## src/rtl/dcache_refill_ctrl.sv

```systemverilog
// dcache_refill_ctrl
//   Miss handler behind the 2-way, 8-set data cache.
//   A load miss fetches the 4-word line over the mem_req/mem_ack word
//   interface, assembles it, and delivers it as a one-cycle fill.
//   A store miss performs one write-through word write and does not allocate.
//   The pipeline is stalled while either operation is in progress.
//
// Ports
//   clk, rst                 clock; synchronous active-high reset
//   miss_valid/we/addr/wdata missing access from the cache (sampled in IDLE only)
//   stall                    pipeline freeze
//   mem_req/we/addr/wdata    word request to memory (held until mem_ack)
//   mem_ack, mem_rdata       request accepted; read data is valid with the ack
//   fill_valid/set/tag/data  line fill to cache; word i at fill_data[32i+31:32i]
//   crit_valid, crit_data    critical-word strobe (critical-word-first build only)
//
// Configuration
//   DCACHE_REFILL_CRITICAL_WORD_FIRST_EN : when defined, the fetch starts at the
//   missing word and wraps, and crit_valid/crit_data report the first word one
//   cycle after its ack. When undefined, words arrive 0..3 and crit_* are 0.
module dcache_refill_ctrl (
    input  logic         clk,
    input  logic         rst,
    input  logic         miss_valid,
    input  logic         miss_we,
    input  logic [31:0]  miss_addr,
    input  logic [31:0]  miss_wdata,
    output logic         stall,
    output logic         mem_req,
    output logic         mem_we,
    output logic [31:0]  mem_addr,
    output logic [31:0]  mem_wdata,
    input  logic         mem_ack,
    input  logic [31:0]  mem_rdata,
    output logic         fill_valid,
    output logic [2:0]   fill_set,
    output logic [24:0]  fill_tag,
    output logic [127:0] fill_data,
    output logic         crit_valid,
    output logic [31:0]  crit_data
);

    typedef enum logic [1:0] {IDLE, WRITE, FETCH, FILL} state_t;

    state_t          state_q, state_d;
    logic [1:0]      cnt_q, cnt_d;       // words received so far
    logic [1:0]      start_q, start_d;   // word index fetched first
    logic [3:0][31:0] line_q, line_d;    // line buffer, slot = word index
    logic            mem_req_q, mem_req_d;
    logic            mem_we_q, mem_we_d;
    logic [31:0]     mem_addr_q, mem_addr_d;
    logic [31:0]     mem_wdata_q, mem_wdata_d;
    logic            fill_valid_q, fill_valid_d;
    logic [2:0]      fill_set_q, fill_set_d;
    logic [24:0]     fill_tag_q, fill_tag_d;
    logic [1:0]      word, next_word;

    // Byte-in-word bits never matter to a word interface.
    logic unused_byte_bits;
    assign unused_byte_bits = ^miss_addr[1:0];

    // Current word index wraps naturally in 2 bits.
    assign word      = start_q + cnt_q;
    assign next_word = word + 2'd1;

`ifdef DCACHE_REFILL_CRITICAL_WORD_FIRST_EN
    logic        crit_valid_q, crit_valid_d;
    logic [31:0] crit_data_q, crit_data_d;
`endif

    always_comb begin
        state_d      = state_q;
        cnt_d        = cnt_q;
        start_d      = start_q;
        line_d       = line_q;
        mem_req_d    = mem_req_q;
        mem_we_d     = mem_we_q;
        mem_addr_d   = mem_addr_q;
        mem_wdata_d  = mem_wdata_q;
        fill_valid_d = 1'b0;
        fill_set_d   = fill_set_q;
        fill_tag_d   = fill_tag_q;
`ifdef DCACHE_REFILL_CRITICAL_WORD_FIRST_EN
        crit_valid_d = 1'b0;
        crit_data_d  = crit_data_q;
`endif
        case (state_q)
            IDLE: begin
                if (miss_valid) begin
                    fill_tag_d = miss_addr[31:7];
                    fill_set_d = miss_addr[6:4];
                    cnt_d      = 2'd0;
                    mem_req_d  = 1'b1;
                    if (miss_we) begin
                        state_d     = WRITE;
                        mem_we_d    = 1'b1;
                        mem_addr_d  = {miss_addr[31:2], 2'b00};
                        mem_wdata_d = miss_wdata;
                    end else begin
                        state_d  = FETCH;
                        mem_we_d = 1'b0;
`ifdef DCACHE_REFILL_CRITICAL_WORD_FIRST_EN
                        start_d  = miss_addr[3:2];
`else
                        start_d  = 2'd0;
`endif
                        mem_addr_d = {miss_addr[31:4], start_d, 2'b00};
                    end
                end
            end
            WRITE: begin
                if (mem_ack) begin
                    state_d   = IDLE;
                    mem_req_d = 1'b0;
                    mem_we_d  = 1'b0;
                end
            end
            FETCH: begin
                if (mem_ack) begin
                    line_d[word] = mem_rdata;
                    cnt_d        = cnt_q + 2'd1;
`ifdef DCACHE_REFILL_CRITICAL_WORD_FIRST_EN
                    if (cnt_q == 2'd0) begin
                        crit_valid_d = 1'b1;
                        crit_data_d  = mem_rdata;
                    end
`endif
                    if (cnt_q == 2'd3) begin
                        state_d      = FILL;
                        mem_req_d    = 1'b0;
                        fill_valid_d = 1'b1;
                    end else begin
                        // Next address goes out the cycle after the ack; req stays high.
                        mem_addr_d = {fill_tag_q, fill_set_q, next_word, 2'b00};
                    end
                end
            end
            FILL: begin
                state_d = IDLE;
            end
            default: state_d = IDLE;
        endcase
    end

    always_ff @(posedge clk) begin
        if (rst) begin
            state_q      <= IDLE;
            cnt_q        <= 2'd0;
            start_q      <= 2'd0;
            line_q       <= '0;
            mem_req_q    <= 1'b0;
            mem_we_q     <= 1'b0;
            mem_addr_q   <= '0;
            mem_wdata_q  <= '0;
            fill_valid_q <= 1'b0;
            fill_set_q   <= '0;
            fill_tag_q   <= '0;
`ifdef DCACHE_REFILL_CRITICAL_WORD_FIRST_EN
            crit_valid_q <= 1'b0;
            crit_data_q  <= '0;
`endif
        end else begin
            state_q      <= state_d;
            cnt_q        <= cnt_d;
            start_q      <= start_d;
            line_q       <= line_d;
            mem_req_q    <= mem_req_d;
            mem_we_q     <= mem_we_d;
            mem_addr_q   <= mem_addr_d;
            mem_wdata_q  <= mem_wdata_d;
            fill_valid_q <= fill_valid_d;
            fill_set_q   <= fill_set_d;
            fill_tag_q   <= fill_tag_d;
`ifdef DCACHE_REFILL_CRITICAL_WORD_FIRST_EN
            crit_valid_q <= crit_valid_d;
            crit_data_q  <= crit_data_d;
`endif
        end
    end

    // Stall combinationally on a new miss so the missing access holds in place.
    assign stall      = (state_q == IDLE) ? miss_valid : 1'b1;
    assign mem_req    = mem_req_q;
    assign mem_we     = mem_we_q;
    assign mem_addr   = mem_addr_q;
    assign mem_wdata  = mem_wdata_q;
    assign fill_valid = fill_valid_q;
    assign fill_set   = fill_set_q;
    assign fill_tag   = fill_tag_q;
    assign fill_data  = line_q;
`ifdef DCACHE_REFILL_CRITICAL_WORD_FIRST_EN
    assign crit_valid = crit_valid_q;
    assign crit_data  = crit_data_q;
`else
    assign crit_valid = 1'b0;
    assign crit_data  = 32'd0;
`endif

endmodule

```

## config.mk

```make
export PLATFORM = sky130hd
export DESIGN_NAME = dcache_refill_ctrl
export DESIGN_NICKNAME = d
export VERILOG_FILES = /design/src/rtl/dcache_refill_ctrl.sv
export SDC_FILE = /design/constraint.sdc
export NUM_CORES = 1
export LEC_CHECK = 0
export BUFFER_PORTS_ARGS = -buffer_cell sky130_fd_sc_hd__buf_2
export CAP_MARGIN = 20
export CORE_MARGIN = 4
export CORE_UTILIZATION = 48
export CTS_CLUSTER_DIAMETER = 100
export DETAILED_ROUTE_END_ITERATION = 7
export PLACE_DENSITY = 0.81
export SYNTH_ARGS = -nofsm -noshare
export SYNTH_HDL_FRONTEND = slang
export SYNTH_SLANG_ARGS = --single-unit
```

## constraint.sdc

```tcl
create_clock -name clk -period 2 [get_ports clk]
set_input_delay 0.3 -clock clk [delete_from_list [all_inputs] [get_ports clk]]
set_output_delay 0.3 -clock clk [all_outputs]
set_load 0.05 [all_outputs]
```

==> impl_metrics.yaml <==
final_layout:
  ff_latch_area_sq_um: 4504
  multiInputGateArea_sq_um: 3662
  design_area_sq_um: 11140
  nets: 1449
  area_growth_pct: 28.16
  drive_gt1_share_pct: 30.28
  antennaDiodeCount: 0
  fillers: 1482
worst_setup_path:
  r2r_start: "state_q[0]"
  r2r_cells: 7
  crit_end: "stall"
  rr_endpoint: "mem_addr[12]"
  cp_top_family: "buffers and inverters"
  cp_max_fo: 8
  critPathRequiredTime_ns: 1.70
  arrival_ns: 1.62
  crit_chain: "inv_2, ha_4, nor2b_4, inv_1, buf_2"
  worst-r2r-setup-slack_ns: 0.12
  crit_path_start: "state_q[0]"
  critPathKind: "register to output pin"
  crit_buf_inv: 3
  path_depth: 5
  end_kind: "output pin"
  cp_slowest_stage_delay_ns: 0.38
  critical_path.slowest_cell: "dfxtp_1"
  cp-start-kind: "register"
cts:
  cts_tree: "built"
  clk_pin_slew_ns: 0.06
  htreeDepth: 1
  cts_buffer_depth: 3
  numCtsBuffers: 23
  clock_sinks: 225
  cts-hold-fix-buffers: 0
  root_buffer: "clkbuf_16"
  clkLatencyLatePin_ns: 0.50
pwr:
  leakagePower_nw: 4.899
  clockPowerShare_pct: 29.8
  pwr-share-comb_pct: 34.7
  p_total_mw: 14.87
  power_density_nw_per_um2: 1335
  switchingPower_mw: 5.712
  swShare_pct: 38.42
  p_int_mw: 9.153
  ir_drop_mv: 1.141
  p_seq_share_pct: 35.5
route:
  vias_per_cell: 5.053
  firstDrtPassIters: 7
  via_count: 7979
  drt_iter0_drc: 386
  wl_per_cell_um: 15.86
  drt.antenna.violating_nets: 0
  wl_um: 25040
  drc_errors: 0
yosys:
  mappedNetlistArea_sq_um: 8691
  netlist.top_cell.by_area: "dfxtp_1"
  postSynthAreaPerCell_sq_um: 8.261
  synth_ff_type: "dfxtp_1"
  synthTopCellsByCount: "nand2_1, dfxtp_1, a21oi_1"
  synth_top_cell_area_share_pct: 51.83
  synth.top_cells.by_area: "dfxtp_1, nand2_1, a21oi_1"
  yosysMostFrequentCell: "nand2_1"
  synth_enable_flop_cells: 0
  synth-seq-cells: 225
  synthArstFlopShare_pct: 0
  syn_inst: 1052
  yosysSeqAreaShare_pct: 51.83
  yosysWarningCount: 0
  netlist-cell-type-count: 32
timing:
  maxSlewViolCount: 0
  hold_slack_ns: 0.03769
  finalSetupViolations: 0
  hold_viol: 0
  fin_skew_ns: 0.008887
  rsz0062_at_grt: "false"
  max_clock_freq_mhz: 520.8
  min_period_ns: 1.920
  post-route-period-util_pct: 96.00
  tns_ns: 0
flow_run:
  max_cap_violations: 0
global_route:
  overflow: 0
  grt_max_degree: 69
  grt_pass1_wl_um: 38790
  track_usage_pct: 23.14
  grt_pass1_vias: 7621
  antenna_found_initial: 0
placement:
  place_area_sq_um: 10330
  gp_congestion: 0.8308
  post-dp-hpwl_um: 17020
  io_buffer_count: 320
min_path:
  hold_class: "input port to register"
floorplanning:
  die_x_um: 142.6
  io_pins: 358
  floorplan.initialDensity_pct: 49.56
  die_h_um: 142.6
  design.core.area_sq_um: 17540
  num_rows: 48
  die-area_sq_um: 20320
outcome:
  status: "finished, final reports clean"
[what timing repair did]
action                     in CTS  in global routing
gates resized for setup         4                  0
pin swaps                       1                  1
setup endpoints to repair       1                  1
cloned                          0                  0
setup buffers                   0                  3
[metal layers]
layer,share of wire [%],vias up,global-route usage (%)
met5,0,-,0
met4,3.0,0,8.604
met3,8.6,60,5.376
met2,49,334,39.91
met1,39,3652,28.16
li1,-,3933,-
[cells in the final DEF (no fill, tap or decap), types with 12 or more instances in the layout]
cell and instances:
mux2i_1 29, nand2_1 381, buf_4 12, a211oi_2 27, conb_1 35, clkbuf_16 23
dfxtp_1 225, a21oi_1 193, buf_2 319, nor2_1 36
[worst min path at each step]
| stage | start | end | slack (ns) | cells after the start |
|---|---|---|---|---|
| 2_1_floorplan | mem_rdata[10] | fill_data[10] | 0.44 | 2 |
| 3_3_place_gp | fill_data[35] | fill_data[35] | 0.44 | 2 |
| 3_5_place_dp | fill_data[1] | fill_data[1] | 0.44 | 2 |
| 4_1_cts | miss_wdata[8] | mem_wdata[8] | 0.02 | 3 |
| 5_1_grt | miss_wdata[5] | mem_wdata[5] | 0.03 | 3 |
| 6_report | miss_wdata[8] | mem_wdata[8] | 0.04 | 3 |
[layout make-up]
type / instances / share of cell area [%]
Inverter: 5 / 0.1685
Clock inverter: 6 / 1.168
Timing Repair Buffer: 342 / 17.04
Clock buffer: 33 / 5.774
Tap cell: 225 / 2.528
Sequential cell: 225 / 40.44
Multi-Input combinational cell: 743 / 32.88
[power by group through the flow]
stage / Sequential, mW / Clock [mW] / Combinational, mW
detailed placement: 5.36 / 0 / 5.08
finish: 5.28 / 4.43 / 5.16
global placement: 5.35 / 0 / 4.96
global route: 5.33 / 4.68 / 5.48
CTS: 5.27 / 4.50 / 5.14
floorplan: 7.03 / 0 / 2.35
[registers in the layout (all words and copies together) (netlist names)]
signal / cells
cnt_q: 2
fill_data: 128
fill_set: 3
fill_tag: 25
fill_valid: 1
mem_addr: 30
mem_req: 1
mem_wdata: 32
mem_we: 1
state_q: 2
[worst register-to-register path, delay by kind of cell (launching register included)]
family,cells,cell delay (ns)
simple gates,1,0.10
fa+ha+maj,1,0.36
compound gates,2,0.47
buf+inv,2,0.35
flops,1,0.34
mux,1,0.17
[stage by stage]
stage / util [%] / setup WS, ns / cells
2_1_floorplan: - / 0.2754 / 1086
3_3_place_gp: 58.90 / 0.1929 / 1537
3_5_place_dp: 58.90 / 0.1227 / 1537
4_1_cts: 63.38 / 0.02002 / 1576
5_1_grt: 63.51 / 0.004276 / 1579
6_report: 63.51 / 0.07997 / 1579
[cell families after synthesis]
kind of cell	count (synthesis)	synth area share, %
compound gates	234	16.33
fa+ha+maj	8	1.152
buf+inv	118	7.673
flops	225	51.83
mux	30	3.498
other cells	1	0.04315
simple gates	436	19.48
No activity file was read; power rests on OpenSTA's default activity.
